$ cat src/rtl/slave_rx_txn_assembler.sv
// -----------------------------------------------------------------------------
// slave_rx_txn_assembler
//
// Gathers the per-field outputs of the chiplet slave RX FSM into one
// transaction record and offers it to the chiplet core over valid/ready.
//
// Ports
//   clk, rst_n            clock (posedge) and asynchronous active-low reset
//   i_rx_*/i_rx_*_valid   cmd, addr, length, feature0/1 and data-word fields
//   o_rx_ready            fields are accepted this cycle (low while holding)
//   o_txn_valid           assembled record is available
//   i_txn_ready           consumer takes the record
//   o_txn_cmd/addr/length/feature0/feature1/data   assembled record
//   o_txn_err             record error flag, qualified by o_txn_valid
//   o_drop_cnt            saturating count of records aborted by a new cmd
// -----------------------------------------------------------------------------
module slave_rx_txn_assembler #(
   parameter int unsigned WORD_SIZE = 32,
   parameter int unsigned MAX_WORDS = 32,
   parameter int unsigned DATA_W    = WORD_SIZE * MAX_WORDS
) (
   input  logic                 clk,
   input  logic                 rst_n,
   input  logic [2:0]           i_rx_cmd,
   input  logic                 i_rx_cmd_valid,
   input  logic [WORD_SIZE-1:0] i_rx_addr,
   input  logic                 i_rx_addr_valid,
   input  logic [2:0]           i_rx_length,
   input  logic                 i_rx_length_valid,
   input  logic [5:0]           i_rx_feature0,
   input  logic                 i_rx_feature0_valid,
   input  logic [5:0]           i_rx_feature1,
   input  logic                 i_rx_feature1_valid,
   input  logic [WORD_SIZE-1:0] i_rx_data,
   input  logic                 i_rx_data_valid,
   output logic                 o_rx_ready,
   output logic                 o_txn_valid,
   input  logic                 i_txn_ready,
   output logic [2:0]           o_txn_cmd,
   output logic [WORD_SIZE-1:0] o_txn_addr,
   output logic [2:0]           o_txn_length,
   output logic [5:0]           o_txn_feature0,
   output logic [5:0]           o_txn_feature1,
   output logic [DATA_W-1:0]    o_txn_data,
   output logic                 o_txn_err,
   output logic [7:0]           o_drop_cnt
);

   localparam int unsigned CNT_W = 6;
   localparam int unsigned IDX_W = $clog2(MAX_WORDS);

   typedef enum logic [1:0] {IDLE, COLLECT, HOLD} state_t;

   state_t               state_q, state_d;
   logic [2:0]           cmd_q, cmd_d;
   logic [WORD_SIZE-1:0] addr_q, addr_d;
   logic [2:0]           len_q, len_d;
   logic [5:0]           f0_q, f0_d;
   logic [5:0]           f1_q, f1_d;
   logic [WORD_SIZE-1:0] word_q [MAX_WORDS];
   logic [WORD_SIZE-1:0] word_d [MAX_WORDS];
   logic [CNT_W-1:0]     cnt_q, cnt_d;
   logic                 len_seen_q, len_seen_d;
   logic                 addr_seen_q, addr_seen_d;
   logic                 err_q, err_d;
   logic [7:0]           drop_q, drop_d;

   logic                 cmd_err, len_err, fmt_err, addr_req, complete;
   logic [CNT_W-1:0]     w_exp, w_lim;

   always_comb begin
      state_d     = state_q;
      cmd_d       = cmd_q;
      addr_d      = addr_q;
      len_d       = len_q;
      f0_d        = f0_q;
      f1_d        = f1_q;
      word_d      = word_q;
      cnt_d       = cnt_q;
      len_seen_d  = len_seen_q;
      addr_seen_d = addr_seen_q;
      err_d       = err_q;
      drop_d      = drop_q;
      cmd_err     = 1'b0;
      len_err     = 1'b0;
      fmt_err     = 1'b0;
      addr_req    = 1'b0;
      complete    = 1'b0;
      w_exp       = '0;
      w_lim       = '0;

      if (state_q == HOLD) begin
         if (i_txn_ready) state_d = IDLE;
      end else begin
         // A cmd always opens a fresh record; in COLLECT it aborts the old one.
         if (i_rx_cmd_valid) begin
            cmd_d       = i_rx_cmd;
            addr_d      = '0;
            len_d       = '0;
            f0_d        = '0;
            f1_d        = '0;
            for (int unsigned k = 0; k < MAX_WORDS; k++) word_d[k] = '0;
            cnt_d       = '0;
            len_seen_d  = 1'b0;
            addr_seen_d = 1'b0;
            err_d       = 1'b0;
            if (state_q == COLLECT && drop_q != 8'hFF) drop_d = drop_q + 8'd1;
         end

         if (i_rx_cmd_valid || state_q == COLLECT) begin
            if (i_rx_addr_valid) begin
               addr_d      = i_rx_addr;
               addr_seen_d = 1'b1;
            end
            if (i_rx_length_valid) begin
               len_d      = i_rx_length;
               len_seen_d = 1'b1;
            end
            if (i_rx_feature0_valid) f0_d = i_rx_feature0;
            if (i_rx_feature1_valid) f1_d = i_rx_feature1;

            cmd_err  = (cmd_d > 3'b010);
            len_err  = len_seen_d && (len_d > 3'b101);
            fmt_err  = cmd_err || len_err;
            addr_req = !fmt_err && (cmd_d != 3'b010);
            if (fmt_err || cmd_d == 3'b000) w_exp = '0;
            else                            w_exp = CNT_W'(1) << len_d;

            // Until length is known the word count is bounded only by the
            // slot count; once known, excess words are dropped and flagged.
            w_lim = len_seen_d ? w_exp : CNT_W'(MAX_WORDS);
            if (i_rx_data_valid) begin
               if (cnt_d < w_lim) begin
                  word_d[cnt_d[IDX_W-1:0]] = i_rx_data;
                  cnt_d                    = cnt_d + CNT_W'(1);
               end else begin
                  err_d = 1'b1;
               end
            end

            // Words taken before a short length arrived can leave the count
            // above W; treat that as overflow and blank the surplus slots.
            complete = len_seen_d && (addr_seen_d || !addr_req) && (cnt_d >= w_exp);
            if (fmt_err || (len_seen_d && cnt_d > w_exp)) err_d = 1'b1;

            if (complete) begin
               for (int unsigned k = 0; k < MAX_WORDS; k++)
                  if (CNT_W'(k) >= w_exp) word_d[k] = '0;
               state_d = HOLD;
            end else begin
               state_d = COLLECT;
            end
         end
      end
   end

   always_ff @(posedge clk or negedge rst_n) begin
      if (!rst_n) begin
         state_q     <= IDLE;
         cmd_q       <= '0;
         addr_q      <= '0;
         len_q       <= '0;
         f0_q        <= '0;
         f1_q        <= '0;
         for (int unsigned k = 0; k < MAX_WORDS; k++) word_q[k] <= '0;
         cnt_q       <= '0;
         len_seen_q  <= 1'b0;
         addr_seen_q <= 1'b0;
         err_q       <= 1'b0;
         drop_q      <= '0;
      end else begin
         state_q     <= state_d;
         cmd_q       <= cmd_d;
         addr_q      <= addr_d;
         len_q       <= len_d;
         f0_q        <= f0_d;
         f1_q        <= f1_d;
         word_q      <= word_d;
         cnt_q       <= cnt_d;
         len_seen_q  <= len_seen_d;
         addr_seen_q <= addr_seen_d;
         err_q       <= err_d;
         drop_q      <= drop_d;
      end
   end

   assign o_rx_ready     = (state_q != HOLD);
   assign o_txn_valid    = (state_q == HOLD);
   assign o_txn_cmd      = cmd_q;
   assign o_txn_addr     = addr_q;
   assign o_txn_length   = len_q;
   assign o_txn_feature0 = f0_q;
   assign o_txn_feature1 = f1_q;
   assign o_txn_err      = err_q;
   assign o_drop_cnt     = drop_q;

   for (genvar g = 0; g < MAX_WORDS; g++) begin : g_pack
      assign o_txn_data[g*WORD_SIZE +: WORD_SIZE] = word_q[g];
   end

endmodule

$ cat config.mk
export PLATFORM = sky130hd
export DESIGN_NAME = slave_rx_txn_assembler
export DESIGN_NICKNAME = d
export VERILOG_FILES = /design/src/rtl/slave_rx_txn_assembler.sv
export SDC_FILE = /design/constraint.sdc
export NUM_CORES = 2
export LEC_CHECK = 0
export ABC_AREA = 1
export BUFFER_PORTS_ARGS = -buffer_cell sky130_fd_sc_hd__buf_2
export CORE_AREA = 2 2 453 455
export CTS_CLUSTER_DIAMETER = 50
export DETAILED_ROUTE_END_ITERATION = 8
export DIE_AREA = 0 0 455 457
export GPL_ROUTABILITY_DRIVEN = 0
export PLACE_DENSITY = 0.59
export SLEW_MARGIN = 30
export SYNTH_ARGS = -nofsm -noshare
export SYNTH_HDL_FRONTEND = slang
export SYNTH_SLANG_ARGS = --single-unit
$ cat constraint.sdc
create_clock -name clk -period 5.9 [get_ports clk]
set_clock_uncertainty 0.2 [all_clocks]
set_input_delay 0.295 -clock clk [delete_from_list [all_inputs] [get_ports clk]]
set_output_delay 0.295 -clock clk [all_outputs]
set_load 0.1 [all_outputs]
## Word-level counts from Yosys, hierarchy flattened

Index checks and enable logic that the tools add are counted.

- Muxes and demuxes: 87
- Magnitude comparators: 39
- $add $sub $neg: 2
- Eq/ne operators: 6
- Bitwise logic cells: 2
- Shift-type cells: 1
- Reductions and logical operators: 18

Operator list:

| operator | count |
|---|---|
| 2-to-1 mux 1024 bit | 6 |
| 2-to-1 mux 32 bit | 36 |
| bitwise mux 1024 bit | 1 |
| demux 32 bit (select 5 bit) | 1 |
| 2-to-1 mux 6 bit | 17 |
| >= comparator 5 x 6 -> 1 bit (first input constant) | 16 |
| >= comparator 4 x 6 -> 1 bit (first input constant) | 8 |
| >= comparator 3 x 6 -> 1 bit (first input constant) | 4 |
| 2-to-1 mux 3 bit | 7 |
| 2-to-1 mux 1 bit | 15 |
| >= comparator 1 x 6 -> 1 bit (first input constant) | 2 |
| >= comparator 2 x 6 -> 1 bit (first input constant) | 2 |
| adder 8 x 1 -> 8 bit (second input constant) | 1 |
| 2-to-1 mux 2 bit | 4 |
| != test 8 bit (second input constant) | 1 |
| logical AND 1 bit | 7 |
| adder 6 x 1 -> 6 bit (second input constant) | 1 |
| >= comparator 6 bit | 1 |
| >= comparator 6 bit (second input constant) | 1 |
| greater-than comparator 6 bit | 1 |
| less-than comparator 6 x 1 -> 1 bit (second input constant) | 1 |
| less-than comparator 6 bit | 1 |
| inverter 5 -> 6 bit | 1 |
| left shift 1 x 3 -> 6 bit (first input constant) | 1 |
| other kinds (14) | 19 |

- Flip-flop bits (word level): 1093
- Word-level logic and storage cells: 198
- Input port bits: 91

## Logic depth before layout (Yosys ltp)

- Depth after elaboration: 22
- Gate-level depth with buffers: 42
- Gate-level depth less buffers: 39

## Worst setup path before layout

OpenSTA, ideal clock, no wires.

- Path type: reg-to-reg
- Start: register cmd_q[1], in the netlist o_txn_cmd[1]
- End: register word_q (netlist bit o_txn_data[39])
- Clock period less this slack: 5.797 ns
- Path buffers: 3
- Slack: 0.103 ns
- Library setup time: 0.120 ns
- Stages on the path, launching flop included: 41
- Arrival: 5.478 ns
- Cell sequence: dfrtp_1 -> inv_1 -> nand2_1 -> nand2_1 -> nand3_1 -> nand3_2 -> nor2_1 -> inv_1 -> nor2_1 -> nand2_1 -> inv_1 -> nand2_1 -> ha_1 -> a21oi_1 -> nor2_1 -> a211oi_1 -> a21boi_2 -> buf_4 -> [... 5 more ...] -> nand2_1 -> nor2_1 -> o21ai_0 -> inv_1 -> nor2_1 -> nand2_1 -> nand2_1 -> nor2_2 -> inv_2 -> nor2_2 -> inv_1 -> nor2_1 -> nand2_1 -> nand2_1 -> clkbuf_1 -> nor2_1 -> nand2_1 -> nand2_1

- Cells in the longest elaborated chain, start to end: 18
- Elaborated cells on any way between the ends: 29
- Those cells by class: 4 x order compare; 1 x eq/ne; 15 x mux; 9 x reduce/logical

Ends and longest elaborated chain:

| element | RTL line | source |
|---|---|---|
| start, declared | 55 | `logic [2:0] cmd_q, cmd_d;` |
| start signal, assigned | 173 | `cmd_q <= cmd_d;` |
| 2-to-1 mux 3 bit (*) | 96 | `if (i_rx_cmd_valid) begin` |
| 2-to-1 mux 3 bit (*) | 92 | `if (state_q == HOLD) begin` |
| greater-than comparator 3 x 2 -> 1 bit | 122 | `cmd_err = (cmd_d > 3'b010);` |
| logical OR 1 bit | 124 | `fmt_err = cmd_err \|\| len_err;` |
| logical OR 1 bit | 126 | `if (fmt_err \|\| cmd_d == 3'b000) w_exp = '0;` |
| 2-to-1 mux 6 bit | 126 |  |
| 2-to-1 mux 6 bit | 110 | `if (i_rx_cmd_valid \|\| state_q == COLLECT) begin` |
| 2-to-1 mux 6 bit | 92 |  |
| [... 2 more ...] | -- |  |
| 2-to-1 mux 6 bit | 133 | `if (cnt_d < w_lim) begin` |
| 2-to-1 mux 6 bit | 132 | `if (i_rx_data_valid) begin` |
| 2-to-1 mux 6 bit | 110 |  |
| 2-to-1 mux 6 bit | 92 |  |
| >= comparator 6 bit | 143 | `complete = len_seen_d && (addr_seen_d \|\| !addr_req) && (cnt_d >= w_exp);` |
| logical AND 1 bit | 143 |  |
| 2-to-1 mux 1024 bit (*) | 146 | `if (complete) begin` |
| 2-to-1 mux 1024 bit (*) | 110 |  |
| end signal, assigned | 178 | `word_q <= word_d;` |
| end, declared | 60 | `logic [WORD_SIZE-1:0] word_q [MAX_WORDS];` |

Mark *: on every way between the ends. The rest lies on a longest branch, timed or not. The select of a mux whose other input is x is not followed.
A chain may end at the register's enable or synchronous reset.

## Worst setup path after layout

- Start: input i_rx_length[2]
- End: register word_q (netlist bit o_txn_data[205])

- Cells in the longest elaborated chain, start to end: 20
- Elaborated cells on any way between the ends: 30
- Those cells by class: 4 x order compare; 1 x shift; 16 x mux; 9 x reduce/logical

Ends and longest elaborated chain:

| element | RTL line | source |
|---|---|---|
| start, declared | 28 | `input logic [2:0] i_rx_length,` |
| 2-to-1 mux 3 bit (*) | 115 | `if (i_rx_length_valid) begin` |
| 2-to-1 mux 3 bit (*) | 110 |  |
| 2-to-1 mux 3 bit (*) | 92 |  |
| greater-than comparator 3 bit | 123 | `len_err = len_seen_d && (len_d > 3'b101);` |
| logical AND 1 bit | 123 |  |
| logical OR 1 bit | 124 |  |
| logical OR 1 bit | 126 |  |
| 2-to-1 mux 6 bit | 126 |  |
| [... 4 more ...] | -- |  |
| 2-to-1 mux 6 bit | 133 |  |
| 2-to-1 mux 6 bit | 132 |  |
| 2-to-1 mux 6 bit | 110 |  |
| 2-to-1 mux 6 bit | 92 |  |
| >= comparator 6 bit | 143 |  |
| logical AND 1 bit | 143 |  |
| 2-to-1 mux 1024 bit (*) | 146 |  |
| 2-to-1 mux 1024 bit (*) | 110 |  |

Marks and branches as above.

==> results.toml <==
[floorplanning]
die_x_um = 455
die_h_um = 457
core_area_sq_mm = 0.2033
die_area_sq_mm = 0.2079
fp-row-count = 166
start_util_pct = 32.84
num_io_pins = 1176

[clock_network]
clk_latency_ns = 0.85
clockBufferDepth = 3
cts_tree = "yes"
clock_sinks = 1093
root_buffer = "clkbuf_16"
cts.clk_slew.worst_paths_ns = 0.06
numCtsBuffers = 169
htreeDepth = 4

[hold_path]
holdCritPathClass = "in2reg"

[global_routing]
grt_first_pass_wirelength_um = 495400
grt_pass1_vias = 70320
grt_antenna_before_repair = 13
grt_overflow = 0
grt_max_degree = 213
grt_use_total_pct = 32.22

[place]
place_hpwl_um = 227100
io_buffer_count = 1175

[detailed_routing]
first_pass_iters = 9
drt_iter0_markers = 9923
via_per_inst = 5.395
wl_per_cell_um = 24.26
postRouteAntennaNets = 0
vias = 78030
drc_errors = 0
routed_wl_um = 350800

[logic_synthesis]
syn_area_per_cell_sq_um = 6.223
syn-cell-area_sq_mm = 0.06677
yosysTopAreaCell = "dfrtp_1"
synth_nets = 10840
synth.area.top_cells = "dfrtp_1, nand2_1, nand3_1, nor2_1, clkbuf_1"
ys_warn_count = 0
postSynthCellCount = 10730
seq_area_frac_synth_pct = 40.96
yosysUniqueCellTypes = 40
ys_ff_latch = 1093
synth_top_area_share_pct = 40.96

[sta]
tns_ns = 0
rsz0062_at_grt = "no"
fin_crit_ns = 5.627
worstMarginPinSlew_ns = 1.178
slew_headroom_pct = 21.45
max_freq_mhz = 177.7
finalSetupViolations = 0
whs_ns = 0.04941
min_period_over_period_pct = 95.37
hold_viol = 0
maxSlewViolCount = 0

[finish]
nNetsFinal = 11730
syn2layout_area_growth_pct = 23.68
mostFrequentLayoutCells = "nand2_1, buf_2, nor2_1"
final_core_util_pct = 40.61
drive_gt1_share_pct = 15.48
layout.cells.most_common = "nand2_1"

[worst_setup_path]
worstPathMaxFanout = 36
path_common_cell = "nand2_1"
max_stage_delay_ns = 0.55
crit_type = "in2reg"
worstPathRequired_ns = 6.43
crit_path_start_kind = "input pin"
end_kind = "flip-flop"
cp_slowest_cell = "dlygate4sd3_1"
arrival_ns = 6.16

[outcome]
status = "complete, no violations"

[run]
maxCapViolations = 0

[power_and_ir_drop]
power.density_mw_per_mm2 = 655.4
p_leak_uw = 0.04520
ir_drop_uv = 845.6
==> through the flow <==
step | instances | setup WS [ns] | area (sq um) | power, uW
final | 14460 | 0.2731 | 82580 | 54120
after global routing | 14450 | 0.01058 | 82550 | 56290
after CTS | 14440 | 0.04355 | 82250 | 53600
after detailed placement | 14030 | 0.1063 | 75410 | 42790
after global placement | 14020 | 0.04436 | 75160 | 42240
after floorplan | 10730 | 0.1025 | 66770 | 35030
==> layout make-up <==
type	count	area [sq um]
Antenna cell	13	32.53
Clock buffer	214	4648
Clock inverter	98	1255
Fill cell	20900	120800
Inverter	547	2093
Multi-Input combinational cell	8302	34440
Sequential cell	1093	27350
Tap cell	2688	3363
Timing Repair Buffer	1507	9390
==> cell usage after synthesis, drive strengths merged <==
cell     instances
o211ai         135
buf            163
or2              2
and2             1
nand2         5254
o21ai          413
ha              16
a2111oi          1
o21a             1
clkbuf         625
clkinv          13
a21oi          271
xor2             7
nor2          1207
o22ai            1
a22oi           33
dfrtp         1093
mux2             1
inv            534
a211oi           1
nor3             5
nand3          942
xnor2            2
nand4            7
a21boi           2
==> sequential cells by signal, indices dropped and copies added, names as in the netlist, 2 cells and up <==
register,flops
o_txn_addr,32
o_txn_feature0,6
o_txn_feature1,6
state_q,2
o_txn_length,3
cnt_q,6
o_drop_cnt,8
o_txn_cmd,3
o_txn_data,1024
==> logic make-up after synthesis <==
| group | Yosys count | synth area share, % |
|---|---|---|
| and+or+nand+nor | 7418 | 43.65 |
| adders and majority gates | 16 | 0.2998 |
| muxes | 1 | 0.01686 |
| AOI/OAI and AO/OA | 858 | 7.125 |
| xor gates and xnor gates | 9 | 0.1181 |
| buffers and inverters | 1335 | 7.826 |
| DFF | 1093 | 40.96 |
==> final timing paths <==
kind | to | from | cells after the start | slack, ns
worst min-delay path | o_txn_data[934]$_DFFE_PN0N_ | i_rx_data[6] | 5 | 0.05
worst max register to register | o_txn_data[205]$_DFFE_PN0N_ | o_txn_length[1]$_DFFE_PN0N_ | 36 | 0.30
worst min register to register | addr_seen_q$_DFFE_PN0N_ | addr_seen_q$_DFFE_PN0N_ | 2 | 0.29
max in group asynchronous | o_txn_data[702]$_DFFE_PN0N_ | rst_n | 4 | 4.15
min in group asynchronous | o_txn_data[982]$_DFFE_PN0N_ | rst_n | 3 | 0.17
worst max-delay path | o_txn_data[205]$_DFFE_PN0N_ | i_rx_length[2] | 40 | 0.27
==> critical path: cells and delay by family <==
kind	cells	cell delay, ns
adder cells (fa/ha/maj)	2	0.50
buffers and inverters	12	2.35
AO/OA/AOI/OAI	4	0.60
AND/OR/NAND/NOR	22	2.30
==> power breakdown <==
part,internal (uW),switching (uW),total [uW]
Sequential,9630,2150,11800
Combinational,5360,26300,31700
Clock,6330,4310,10600
==> routing by layer <==
metal  vias to the layer above  wire [um]  track usage (%)
met5                         -         13                0
met4                         2      33530            26.04
met3                      1101      35340            7.267
met2                      4559     148500            47.01
met1                     37290     133400            40.62
li1                      35080          -                -
==> repair_timing <==
item / in CTS / in global routing
setup buffers: 0 / 7
gates resized for setup: 0 / 20
hold endpoints to repair: 860 / 0
endpoints found under the setup margin: 0 / 877
hold buffers: 92 / 0
No activity file was read; power rests on OpenSTA's default activity.
